[config.mk]
export PLATFORM = sky130hd
export DESIGN_NAME = du_dump_serializer
export DESIGN_NICKNAME = d
export VERILOG_FILES = /design/src/rtl/du_dump_serializer.sv
export SDC_FILE = /design/constraint.sdc
export NUM_CORES = 1
export LEC_CHECK = 0
export ABC_CLOCK_PERIOD_IN_PS = 1800
export CAP_MARGIN = 20
export CORE_MARGIN = 3
export CORE_UTILIZATION = 48
export DETAILED_ROUTE_END_ITERATION = 12
export DONT_BUFFER_PORTS = 1
export GPL_ROUTABILITY_DRIVEN = 0
export PLACE_DENSITY = 0.65
export SLEW_MARGIN = 15
export SYNTH_ARGS = -nofsm -noshare
export SYNTH_HDL_FRONTEND = slang
export SYNTH_SLANG_ARGS = --single-unit
export TNS_END_PERCENT = 5
[constraint.sdc]
create_clock -name i_du_clk -period 1.8 [get_ports i_du_clk]
set_input_delay 0.27 -clock i_du_clk [delete_from_list [all_inputs] [get_ports i_du_clk]]
set_output_delay 0.27 -clock i_du_clk [all_outputs]
set_load 0.005 [all_outputs]
[src/rtl/du_dump_serializer.sv]
`default_nettype none
// ============================================================================
//  Module      : du_dump_serializer
//  Description : Snapshots a 32-bit word or the pipeline latch vector and
//                feeds it to the UART TX one byte at a time, LSB first.
//  Revision    : 1.0 - initial release
// ============================================================================
module du_dump_serializer #(
    parameter int NB_REG   = 32,
    parameter int NB_R_INT = 341,
    parameter int NB_DATA  = 8
) (
    input  logic                i_du_clk,
    input  logic                i_du_reset,
    input  logic                i_dump_start,
    input  logic                i_dump_sel,
    input  logic [NB_REG-1:0]   i_word_data,
    input  logic [NB_R_INT-1:0] i_latches_data,
    input  logic                i_tx_done,
    output logic                o_tx_start,
    output logic [NB_DATA-1:0]  o_tx_data,
    output logic                o_busy,
    output logic                o_dump_done
);

    localparam int         NB_SNAP     = ((NB_R_INT + NB_DATA - 1) / NB_DATA) * NB_DATA;
    localparam logic [5:0] WORD_BYTES  = 6'(NB_REG / NB_DATA);
    localparam logic [5:0] LATCH_BYTES = 6'(NB_SNAP / NB_DATA);

    typedef enum logic [1:0] {
        ST_IDLE = 2'd0,
        ST_SEND = 2'd1,
        ST_WAIT = 2'd2,
        ST_DONE = 2'd3
    } state_t;

    state_t               state_q, state_d;
    logic [NB_SNAP-1:0]   snap_q, snap_d;
    logic [5:0]           cnt_q, cnt_d;
    logic                 tx_start_q, tx_start_d;
    logic [NB_DATA-1:0]   tx_data_q, tx_data_d;
    logic                 busy_q, busy_d;
    logic                 dump_done_q, dump_done_d;

    logic [NB_SNAP-1:0]   load_snap;
    logic [NB_SNAP-1:0]   shifted_snap;

    always_comb begin
        if (i_dump_sel) begin
            load_snap = {{(NB_SNAP - NB_R_INT){1'b0}}, i_latches_data};
        end else begin
            load_snap = {{(NB_SNAP - NB_REG){1'b0}}, i_word_data};
        end
        shifted_snap = snap_q >> NB_DATA;
    end

    always_comb begin
        state_d     = state_q;
        snap_d      = snap_q;
        cnt_d       = cnt_q;
        tx_start_d  = 1'b0;
        tx_data_d   = tx_data_q;
        busy_d      = busy_q;
        dump_done_d = 1'b0;

        case (state_q)
            ST_IDLE: begin
                busy_d = 1'b0;
                if (i_dump_start) begin
                    snap_d     = load_snap;
                    cnt_d      = i_dump_sel ? LATCH_BYTES : WORD_BYTES;
                    tx_start_d = 1'b1;
                    tx_data_d  = load_snap[NB_DATA-1:0];
                    busy_d     = 1'b1;
                    state_d    = ST_SEND;
                end
            end
            ST_SEND: begin
                state_d = ST_WAIT;
            end
            ST_WAIT: begin
                if (i_tx_done) begin
                    snap_d = shifted_snap;
                    cnt_d  = cnt_q - 6'd1;
                    // Output byte is only refreshed when another byte follows,
                    // so the last byte stays on the bus through DONE.
                    if (cnt_q == 6'd1) begin
                        dump_done_d = 1'b1;
                        state_d     = ST_DONE;
                    end else begin
                        tx_start_d = 1'b1;
                        tx_data_d  = shifted_snap[NB_DATA-1:0];
                        state_d    = ST_SEND;
                    end
                end
            end
            ST_DONE: begin
                busy_d  = 1'b0;
                state_d = ST_IDLE;
            end
            default: begin
                state_d = ST_IDLE;
            end
        endcase
    end

    always_ff @(posedge i_du_clk) begin
        if (i_du_reset) begin
            state_q     <= ST_IDLE;
            snap_q      <= '0;
            cnt_q       <= '0;
            tx_start_q  <= 1'b0;
            tx_data_q   <= '0;
            busy_q      <= 1'b0;
            dump_done_q <= 1'b0;
        end else begin
            state_q     <= state_d;
            snap_q      <= snap_d;
            cnt_q       <= cnt_d;
            tx_start_q  <= tx_start_d;
            tx_data_q   <= tx_data_d;
            busy_q      <= busy_d;
            dump_done_q <= dump_done_d;
        end
    end

    assign o_tx_start  = tx_start_q;
    assign o_tx_data   = tx_data_q;
    assign o_busy      = busy_q;
    assign o_dump_done = dump_done_q;

endmodule
`default_nettype wire
==> results.txt <==
Met3 wire len: 4070 microns
Worst setup SP type: flip-flop
Max_cap viols: 0
WS Path Type: reg2reg
H-tree Lvls: 2
Final Setup Violations: 20
Syn avg cell area: 8.64 sq um
Met2 WL: 20700 microns
DPL Wire Length: 27500 microns
Initial antenna violation count: 0
Failing checks: negative hold slack, negative setup slack
Worst EP arrival: 2250 ps
Clock buffer depth: 3
Clock latency on the worst-skew pair: 510 ps
I/O Buffers: 0
Main combinational cell family by area after synthesis: simple AND/OR/NAND/NOR gates
Root buffer selected by CTS: clkbuf_16
Diode count: 0
Chip height: 183 microns
First-pass GRT wire length: 64700 microns
Leading cell type in the layout, fill and taps excluded: dfxtp_1
Setup TNS Final: -255 ps
XOR/XNOR Fraction of Synth Area: 0.000584
Crit share post-route: 1.02
I/O pin count: 389
TritonCTS clock tree: done
Area grow syn2layout: 20.0%
CP endpoint kind: flip-flop
Post-synth top flop: dfxtp_1
Worst hold-check path type: in2reg
Post-synth EDFFs: 0
Max rail drop VDD: 0.967 mV
Util after Layout: 0.587
Post-Syn Nets: 2120
Overflow after GRT: 0
Leakage: 6.70 nW
Skew final: 7.51 ps
Critical Path RT: 2220 ps
Met1 Wirelength: 19300 microns
Async SR Flop Fraction: 0
Die width: 183 microns
Dpl ws: -61.9 ps
Pins Over Slew Limit: 0
Top sig layer: met4
Post-synthesis simple-gate area fraction: 0.218
Vias: 13400
Compound-Gate Fraction of Synth Area: 0.211
Cells after synthesis: 1736
Multiplexer share of the synthesized area: 0.0214
Gr usage total: 0.231
TritonRoute pass-1 iters: 6
Synth unique cells: 38
Synthesized flop and latch total: 352
Most frequent cells in the layout: 349 x dfxtp_1, 306 x nor2_1, 294 x nor3_1, 226 x a221oi_1, 93 x nand2_1
Crit-path cells: buf_6, ha_4, buf_12, nor2b_4, buf_12, clkbuf_16, clkbuf_16, a221oi_1, nor3_1
Number of global-route vias before repair: 12100
Final worst setup slack: -27.5 ps
Pwr dens: 1990 nW/um^2
Slew Limit Headroom: 0.168
Drt initial violations: 1256
Average vias per placed instance: 6.34
Site Rows: 64
Crit path time final: 1830 ps
Share of layout cells above drive strength 1: 0.158
Largest net degree at the start of global routing: 354
Top achievable clock speed: 547 MHz
Number of CTS-inserted buffers: 38
Initial Util: 0.489
Pwr Total: 0.0359 W
Worst hold margin: -170 ps
Cell Area, Synth: 15000 sq um
Seq/Total Area, Yosys: 0.470
FILL cells: 2758
Total Routed Length: 45000 microns
DR DRC count: 0
CP max stage delay: 330 ps
Worst-Margin Slew: 1250 ps
Die area: 33400 sq um
Fin nets: 2078
Clock transition at path regs: 60 ps
Critical Path Slowest Stage Cell: dfxtp_2
Outcome: finished with violations
RSZ-0062 raised after global routing: yes
CP max FO: 9
Synth Area in Adders: 0.00500
Core box area: 30700 sq um
CTS sink cnt: 352
ANT nets after route: 0
Wire per inst: 21.3 microns
Final hold viol count: 273
Ys Warns: 0
[flip-flops by register name (all words and copies together) (netlist names)]
register     flops
snap_q         333
o_tx_data        8
cnt_q            6
state_q          2
o_busy           1
o_dump_done      1
o_tx_start       1
[kinds of logic (layout without fill, tap and decap cells)]
group / count (synthesis) / in the layout
fa+ha+maj: 6 / 6
xor+xnor: 1 / 1
simple gates: 742 / 742
compound gates: 400 / 400
mux: 32 / 32
flops: 352 / 352
buf+inv: 203 / 185
[final timing paths]
| path | startpoint | end | slack [ps] | depth (start not counted) |
|---|---|---|---|---|
| worst max-delay path | state_q[1]$_SDFFE_PP0P_ | snap_q[113]$_SDFFE_PP0P_ | -30 | 9 |
| worst min-delay path | i_du_reset | snap_q[148]$_SDFFE_PP0P_ | -170 | 1 |
| worst max register to register | state_q[1]$_SDFFE_PP0P_ | snap_q[113]$_SDFFE_PP0P_ | -30 | 9 |
| worst min register to register | snap_q[27]$_SDFFE_PP0P_ | snap_q[27]$_SDFFE_PP0P_ | 450 | 2 |
[where the power goes]
group	internal (W)	total, W	leakage, nW	switching [W]
clock network	0.00445	0.00752	0.600	0.00307
registers	0.0110	0.0129	2.91	0.00198
logic	0.00705	0.0154	3.19	0.00835
[cells in the mapped netlist (2+ instances only)]
cell type	n	area share
nand2b_1	4	0.0017
a21oi_1	48	0.016
nand2_1	93	0.023
o21ai_0	42	0.014
a211oi_2	2	0.0017
a221oi_1	299	0.17
buf_1	3	0.00075
or3_1	2	0.00083
buf_4	7	0.0035
nor3_1	303	0.10
nand3_1	16	0.0053
clkbuf_1	106	0.027
a211oi_1	4	0.0020
inv_1	5	0.0013
nor3b_1	3	0.0015
buf_6	36	0.027
ha_1	6	0.0050
mux2i_1	32	0.021
nor2b_1	3	0.0013
nor2_1	308	0.077
buf_2	46	0.015
dfxtp_1	352	0.47
[layer usage]
metal / GRT usage / vias up
met4: 0.0599 / 0
met3: 0.0664 / 63
met1: 0.321 / 6423
met2: 0.355 / 505
met5: 0 / -
li1: - / 6411
[critical path: cells and delay by family, from the launching register on]
kind / cells / cell delay [ps]
AOI/OAI and AO/OA: 1 / 80
adders and majority gates: 1 / 180
buffers and inverters: 5 / 760
DFF: 1 / 330
and+or+nand+nor: 2 / 390
[per-stage QoR]
stage	hold WS [ps]	instances	cell area, sq um
2_1_floorplan	422	1736	15000
3_3_place_gp	376	2011	15400
3_5_place_dp	386	2011	15400
4_1_cts	-158	2079	16700
5_1_grt	-176	2114	18000
6_report	-170	2114	18000
[what timing repair did]
item | CTS | global route
setup buffers | 0 | 15
pin swaps | 1 | 9
gates cloned | 0 | 19
resized for setup | 10 | 122
hold buffers | 4 | 1
setup endpoints to repair | 131 | 333
endpoints found under the hold margin | 352 | 351
[area by class of cell]
| type | instances | area, sq um | area share |
|---|---|---|---|
| Multi-Input combinational cell | 1181 | 7440 | 0.413 |
| Clock inverter | 7 | 35.0 | 0.00195 |
| Sequential cell | 352 | 7050 | 0.392 |
| Clock buffer | 57 | 1170 | 0.0648 |
| Inverter | 5 | 21.3 | 0.00118 |
| Timing Repair Buffer | 116 | 1790 | 0.0996 |
| Tap cell | 396 | 495 | 0.0275 |
Power figures use the tool's default switching activity.
